<file path="src/rtl/inst_fetch.sv">
// Fetch stage in front of a fixed-latency instruction memory: generates the PC stream,
// tracks in-flight reads and buffers returned instructions for decode.
module inst_fetch #(
    parameter int                ADDR_W     = 64,
    parameter int                INST_W     = 32,
    parameter int                MEM_LAT    = 3,
    parameter int                FIFO_DEPTH = 8,
    parameter logic [ADDR_W-1:0] RESET_PC   = '0
) (
    input  logic              i_clk,
    input  logic              i_rst_n,
    output logic [ADDR_W-1:0] o_imem_addr,
    input  logic [INST_W-1:0] i_imem_inst,
    input  logic              i_redir_vld,
    input  logic [ADDR_W-1:0] i_redir_pc,
    output logic              o_valid,
    input  logic              i_ready,
    output logic [INST_W-1:0] o_inst,
    output logic [ADDR_W-1:0] o_pc
);

    localparam int CNT_W = $clog2(FIFO_DEPTH + 1);
    localparam int PTR_W = (FIFO_DEPTH > 1) ? $clog2(FIFO_DEPTH) : 1;
    localparam logic [CNT_W:0]   DEPTH_V  = (CNT_W + 1)'(FIFO_DEPTH);
    localparam logic [CNT_W-1:0] FULL_CNT = CNT_W'(FIFO_DEPTH);
    localparam logic [PTR_W-1:0] LAST_PTR = PTR_W'(FIFO_DEPTH - 1);

    logic [ADDR_W-1:0]  r_pc;
    logic [MEM_LAT-1:0] r_trk_vld;
    logic [ADDR_W-1:0]  r_trk_pc    [MEM_LAT];
    logic [INST_W-1:0]  r_fifo_inst [FIFO_DEPTH];
    logic [ADDR_W-1:0]  r_fifo_pc   [FIFO_DEPTH];
    logic [PTR_W-1:0]   r_rd_ptr;
    logic [PTR_W-1:0]   r_wr_ptr;
    logic [CNT_W-1:0]   r_count;

    logic [CNT_W:0] w_credit_used;
    logic           w_issue;
    logic           w_push;
    logic           w_pop;
    logic           w_empty;

    function automatic logic [PTR_W-1:0] ptr_inc(input logic [PTR_W-1:0] p);
        return (p == LAST_PTR) ? '0 : p + PTR_W'(1);
    endfunction

    // Credit = buffered entries plus reads still travelling through the memory.
    // NOTE: the accumulator gets its default before the loop so no latch is inferred.
    always_comb begin
        w_credit_used = {1'b0, r_count};
        for (int k = 0; k < MEM_LAT; k++) begin
            w_credit_used = w_credit_used + {{CNT_W{1'b0}}, r_trk_vld[k]};
        end
    end

    assign w_issue     = !i_redir_vld && (w_credit_used < DEPTH_V);
    assign w_push      = r_trk_vld[MEM_LAT-1] && !i_redir_vld;
    assign w_empty     = (r_count == '0);
    assign o_valid     = !w_empty && !i_redir_vld;
    assign w_pop       = o_valid && i_ready;
    assign o_inst      = w_empty ? '0 : r_fifo_inst[r_rd_ptr];
    assign o_pc        = w_empty ? '0 : r_fifo_pc[r_rd_ptr];
    assign o_imem_addr = r_pc;

    // NOTE: sequential state uses non-blocking assignments so every register samples pre-edge values.
    always_ff @(posedge i_clk or negedge i_rst_n) begin
        if (!i_rst_n) begin
            r_pc      <= RESET_PC;
            r_trk_vld <= '0;
        end else if (i_redir_vld) begin
            r_pc      <= {i_redir_pc[ADDR_W-1:2], 2'b00};
            r_trk_vld <= '0;
        end else begin
            r_trk_vld <= (r_trk_vld << 1) | MEM_LAT'(w_issue);
            if (w_issue) begin
                r_pc <= r_pc + ADDR_W'(4);
            end
        end
    end

    // NOTE: tracker PCs and FIFO storage carry no reset; they are only read when qualified by valid/count.
    always_ff @(posedge i_clk) begin
        r_trk_pc[0] <= r_pc;
        for (int k = 1; k < MEM_LAT; k++) begin
            r_trk_pc[k] <= r_trk_pc[k-1];
        end
        if (w_push) begin
            r_fifo_inst[r_wr_ptr] <= i_imem_inst;
            r_fifo_pc[r_wr_ptr]   <= r_trk_pc[MEM_LAT-1];
        end
    end

    always_ff @(posedge i_clk or negedge i_rst_n) begin
        if (!i_rst_n) begin
            r_rd_ptr <= '0;
            r_wr_ptr <= '0;
            r_count  <= '0;
        end else if (i_redir_vld) begin
            r_rd_ptr <= '0;
            r_wr_ptr <= '0;
            r_count  <= '0;
        end else begin
            if (w_push) begin
                r_wr_ptr <= ptr_inc(r_wr_ptr);
            end
            if (w_pop) begin
                r_rd_ptr <= ptr_inc(r_rd_ptr);
            end
            case ({w_push, w_pop})
                2'b10:   r_count <= r_count + CNT_W'(1);
                2'b01:   r_count <= r_count - CNT_W'(1);
                default: r_count <= r_count;
            endcase
        end
    end

    // The credit check must make a full-FIFO push impossible.
    a_no_overflow : assert property (@(posedge i_clk) disable iff (!i_rst_n)
        !(w_push && (r_count == FULL_CNT)));

endmodule

</file>
<file path="config.mk">
export PLATFORM = sky130hd
export DESIGN_NAME = inst_fetch
export DESIGN_NICKNAME = d
export VERILOG_FILES = /design/src/rtl/inst_fetch.sv
export SDC_FILE = /design/constraint.sdc
export NUM_CORES = 1
export LEC_CHECK = 0
export ABC_AREA = 1
export BUFFER_PORTS_ARGS = -buffer_cell sky130_fd_sc_hd__buf_4
export CORE_MARGIN = 3
export CORE_UTILIZATION = 30
export DETAILED_ROUTE_END_ITERATION = 12
export GPL_TIMING_DRIVEN = 0
export PLACE_DENSITY_LB_ADDON = 0.15
export SYNTH_ARGS = -nofsm -noshare
export SYNTH_HDL_FRONTEND = slang
export SYNTH_SLANG_ARGS = --single-unit
</file>
<file path="constraint.sdc">
create_clock -name i_clk -period 7.7 [get_ports i_clk]
set_clock_uncertainty 0.15 [all_clocks]
set_input_delay 1.54 -clock i_clk [delete_from_list [all_inputs] [get_ports i_clk]]
set_output_delay 1.54 -clock i_clk [all_outputs]
set_load 0.005 [all_outputs]
</file>
== After elaboration in Yosys (flattened, before gate mapping) ==
Memories as Yosys holds them, arrays and structs flattened.
Cells that the tools add are included.
Operators by class
  add/sub/neg operators: 8
  multipliers: 0
  div/mod/pow operators: 0
  order comparisons: 1
  eq/ne operators: 4
  shift-type cells: 0
  muxes and demuxes: 15
  bitwise operators: 1
  reduce and logical (&&, ||, !) cells: 11
Operators with widths (number)
  64-bit 2-to-1 mux: 3
  64-bit by 3-bit adder with 64-bit output, second input constant: 1
  32-bit 2-to-1 mux: 1
  3-bit 2-to-1 mux: 7
  5-bit by 1-bit adder with 5-bit output: 2
  4-bit one-hot mux with 2 select lines: 1
  3-bit by 1-bit adder with 3-bit output, second input constant: 2
  3-bit equality test, second input constant: 2
  2-bit nonzero test: 3
  4-bit by 1-bit adder with 5-bit output: 1
  5-bit by 4-bit less-than comparator with 1-bit output, second input constant: 1
  4-bit by 1-bit adder with 4-bit output, second input constant: 1
  1-bit logical AND: 4
  4-bit zero test: 1
  4-bit 2-to-1 mux: 1
  4-bit by 1-bit subtractor with 4-bit output, second input constant: 1
  3-bit by 1-bit OR with 3-bit output: 1
  3-bit nonzero test: 1
  2-bit by 1-bit equality test with 1-bit output, second input constant: 1
  2-bit equality test, second input constant: 1
  1-bit zero test: 2
  1-bit 2-to-1 mux: 2
Word-level totals
  flip-flop bits (word level): 77
  bits in latches: 0
  RAM bits: 960
  memory bits (read-only): 0
  input bits: 100
  output and inout port bits: 161
  word-level logic and storage cells: 48
  memories kept: 3
Memories
  r_fifo_pc: words 8, width 64, rd ports 1, clocked after memory_dff 0, wr ports 1, RTL line 32  | logic [ADDR_W-1:0] r_fifo_pc [FIFO_DEPTH];
  r_fifo_inst: words 8, width 32, rd ports 1, clocked after memory_dff 0, wr ports 1, RTL line 31  | logic [INST_W-1:0] r_fifo_inst [FIFO_DEPTH];
  r_trk_pc: words 3, width 64, rd ports 3, clocked after memory_dff 0, wr ports 3, RTL line 30  | logic [ADDR_W-1:0] r_trk_pc [MEM_LAT];

== Depth between registers and ports, before layout ==
  depth in word-level cells: 7
  depth in mapped cells: 12
  depth with buffers taken out: 12

== Worst setup path before layout ==
Ideal clock, no wire load.
  path kind: input to register
  start point: input i_redir_vld
  end point: memory r_fifo_inst[0][0] (enable)
  setup time: 548 ps
  arrival time: 5950 ps
  setup slack: 1053 ps
  stages: 4
  buffers on the path: 1
  path through: buf_2 > nor2_1 > nand2_1 > nor2_1
On the way
  cells in the longest elaborated chain, start to end: 4
Ends and longest elaborated chain
  from (decl): RTL line 14  | input logic i_redir_vld,
  1-bit zero test: RTL line 57  | assign w_push = r_trk_vld[MEM_LAT-1] && !i_redir_vld;
  1-bit logical AND: RTL line 57
  1-bit 2-to-1 mux: RTL line 87  | if (w_push) begin
  1-bit 2-to-1 mux (not written as such): RTL line 88  | r_fifo_inst[r_wr_ptr] <= i_imem_inst;
  to (decl): RTL line 31
No other way between the ends.

== Final worst setup path ==
  start point: register r_rd_ptr[0]
  end point: output o_pc[43]
On the way
  cells in the longest elaborated chain, start to end: 2
Ends and longest elaborated chain
  from (decl): RTL line 33  | logic [PTR_W-1:0] r_rd_ptr;
  from (signal assigned): RTL line 107  | r_rd_ptr <= ptr_inc(r_rd_ptr);
  memory read 8 x 64 bit
  64-bit 2-to-1 mux: RTL line 62  | assign o_pc = w_empty ? '0 : r_fifo_pc[r_rd_ptr];
  to (decl): RTL line 19  | output logic [ADDR_W-1:0] o_pc
No other way between the ends.

==> flow_summary.json <==
{
  "cts_buffers": 106,
  "ys_ff_latch": 1013,
  "htree_num_levels": 3,
  "r2r-start": "r_trk_vld[0]",
  "vias_per_cell": 4.79,
  "placed_cell_area_mm2": 0.0433,
  "drive_above_1_share": 0.152,
  "drv_cap": 0,
  "status": "completed",
  "grt_use_met2": 0.305,
  "cts.repair.resized": 0,
  "stdcell_count": 5373,
  "die_h_um": 364,
  "grt_use_met1": 0.247,
  "nets": 3738,
  "fmax_mhz": 188,
  "post-route-drc-count": 0,
  "die_area_mm2": 0.133,
  "use_met3": 0.0341,
  "clock_insertion_delay_worst_skew_ns": 0.68,
  "die_w_um": 364,
  "rr_endpoint": "o_imem_addr[37]",
  "p_per_area_mw_per_mm2": 343,
  "core-area_mm2": 0.127,
  "grt-ovfl-total": 0,
  "top_usage_layer": "met2",
  "clk_pin_slew_ns": 0.06,
  "synth-edff-count": 752,
  "final_area_mm2": 0.0467,
  "setup_viol": 0,
  "crit_required_ns": 6.01,
  "crit_chain": "buf_4, inv_4, clkbuf_2, clkbuf_1, o21ai_0, a31oi_1, buf_4",
  "yosysTopAreaCellShare": 0.586,
  "cts_buffer_depth": 3,
  "cts-hold-fix-buffers": 0,
  "cpLargestDelayFamily": "buffers and inverters",
  "rsz0062_at_grt": "no",
  "area_growth_pct": 21.2,
  "cp-start-kind": "register",
  "regArea_mm2": 0.0282,
  "antennaDiodeCount": 0,
  "synthTopCellsByArea": "edfxtp_1 59%, dfxtp_1 9.7%, nor2_1 6.7%",
  "async_reset_ff_frac": 0.0740,
  "hold_violations": 0,
  "grt_usage": 0.183,
  "syn_inst": 3233,
  "placedCellCount": 5172,
  "period_needed_ns": 5.32,
  "grt_pass1_wl_um": 179000,
  "min_to": "r_trk_pc[0][116]",
  "io_pins": 261,
  "vdd_drop_max_mv": 0.164,
  "r2r_cells": 9,
  "cp_slowest_cell": "clkbuf_2",
  "fill_cells": 12400,
  "ys_types": 45,
  "netlist_area_mm2": 0.0385,
  "wl_per_cell_um": 23.0,
  "yosysSeqAreaShare": 0.732,
  "slew_headroom": 0.276,
  "cts_tree": "done",
  "finalWirelength_um": 124000,
  "power.leakage_uw": 0.0166,
  "worst_pin_slew_ns": 1.09,
  "synth.avg_cell_area_um2": 11.9,
  "slew_violations": 0,
  "gp_congestion": 0.927,
  "min_path_cells": 0,
  "finalCritPeriodShare": 0.691,
  "drt_iter0_drc": 1809,
  "cp_slowest_stage_delay_ns": 0.64,
  "dr_total_vias": 25700,
  "cts_setup_buffers": 0,
  "yosysMostFrequentCell": "edfxtp_1",
  "portBuffers": 253,
  "cts_root_buf": "clkbuf_16",
  "r2r_slack_ns": 4.53,
  "endpoint_kind": "primary output",
  "grt_pass1_vias": 25600,
  "worstPathMaxFanout": 10,
  "hold_class": "reg2reg",
  "cts_num_sinks": 1013,
  "yosys.area.top_type": "edfxtp_1",
  "multi_input_area_mm2": 0.00913,
  "grt_antenna_before_repair": 5,
  "place_hpwl_um": 85300,
  "crit_arrival_ns": 3.63,
  "crit_type": "reg2out",
  "crit_top_cell": "buf_4",
  "synth_commonest_cells": "752 x edfxtp_1, 690 x nor2_1, 501 x o21ai_0, 264 x nand2_1, 186 x dfxtp_1",
  "synth_ff_type": "edfxtp_1",
  "p_total_uw": 16000,
  "ant_nets": 0,
  "min-delay-start": "r_trk_pc[0][52]",
  "drtPass1Iterations": 7,
  "crit_buf_inv": 5,
  "rows": 130,
  "initial_core_util": 0.304,
  "grt_max_degree": 76,
  "fin_util": 0.369,
  "yosys_warnings": 0
}
==> metrics by stage <==
step,hold WS [ns],worst slack (ns),setup TNS (ns)
after floorplan,0.160,1.05,0
after global placement,0.160,-3.48,-2428.00
after detailed placement,0.162,2.92,0
after CTS,0.153,2.16,0
after global routing,0.158,2.19,0
final,0.156,2.38,0
==> per-layer routing <==
metal	part of all wire	wire length (µm)
met5	0	0
met4	0.019	2380
met3	0.055	6770
met2	0.48	59100
met1	0.45	55300
==> cells in the final DEF (no fill, tap or decap), types with 7 or more instances in the layout <==
master and n:
dfrtp_1 75, nand3_1 70, a31oi_1 96, o21ai_0 501, buf_1 17, inv_1 99, clkbuf_8 12, nor3_1 24
clkbuf_1 129, dfxtp_1 186, clkbuf_16 110, xor2_1 14, inv_2 14, buf_4 277, clkinv_2 13, nor2_1 682
o21ai_1 43, o211ai_1 8, nand2_2 9, buf_2 35, nand4_1 36, nand2_1 264, edfxtp_1 752, nor2_2 14
nor2_4 14, buf_16 8, a21oi_1 10, buf_12 25, ha_1 7, clkinv_1 18, o22ai_1 101
==> cells by family (layout without fill, tap and decap cells) <==
family          Yosys count  after routing  share of synthesized area
compound gates          768            768                      0.108
xor+xnor                 19             19                    0.00432
fa+ha+maj                 8              8                    0.00279
buf+inv                 296            783                     0.0328
flops                  1013           1013                      0.732
other cells               1              4                  0.0000974
simple gates           1128           1128                      0.120
==> sequential cells by signal, summed over array words and instances, names as in the netlist <==
register,cells
r_rd_ptr,3
o_imem_addr,62
r_fifo_inst,256
r_trk_vld,3
r_fifo_pc,496
r_trk_pc,186
r_wr_ptr,3
r_count,4
==> worst reg2reg max path, stage by stage (launching register included) <==
cell     delay (ns)
dfrtp_1        0.40
fa_1           0.43
ha_1           0.28
nand3_1        0.12
a31oi_4        0.42
nand2_2        0.34
inv_2          0.31
buf_2          0.44
nand2_1        0.12
nand3_1        0.10
==> cell type report <==
| type | instances | share of cell area |
|---|---|---|
| inverter | 115 | 0.00930 |
| timing repair buffer | 286 | 0.0561 |
| clock buffer | 154 | 0.0654 |
| buffer | 181 | 0.0178 |
| tap | 1650 | 0.0442 |
| sequential | 1013 | 0.604 |
| multi-input combinational | 1927 | 0.196 |
| clock inverter | 47 | 0.00767 |
==> power breakdown <==
part	switching (µW)	internal [µW]	total [µW]
Combinational	2740	1430	4170
Sequential	490	6360	6860
Clock	2130	2860	4990
Total	5360	10700	16000
==> how the worst max path moves through the flow <==
stage / startpoint / slack, ns / end / depth (start not counted)
after global placement: i_redir_vld / -3.48 / r_fifo_inst[0][12] / 4
after CTS: r_rd_ptr[0] / 2.16 / o_pc[33] / 7
after detailed placement: r_rd_ptr[0] / 2.92 / o_pc[33] / 7
after global routing: r_rd_ptr[0] / 2.19 / o_pc[29] / 7
final: r_rd_ptr[0] / 2.38 / o_pc[43] / 7
after floorplan: i_redir_vld / 1.05 / r_fifo_inst[0][0] / 4
(Power assumes the default switching activity.)
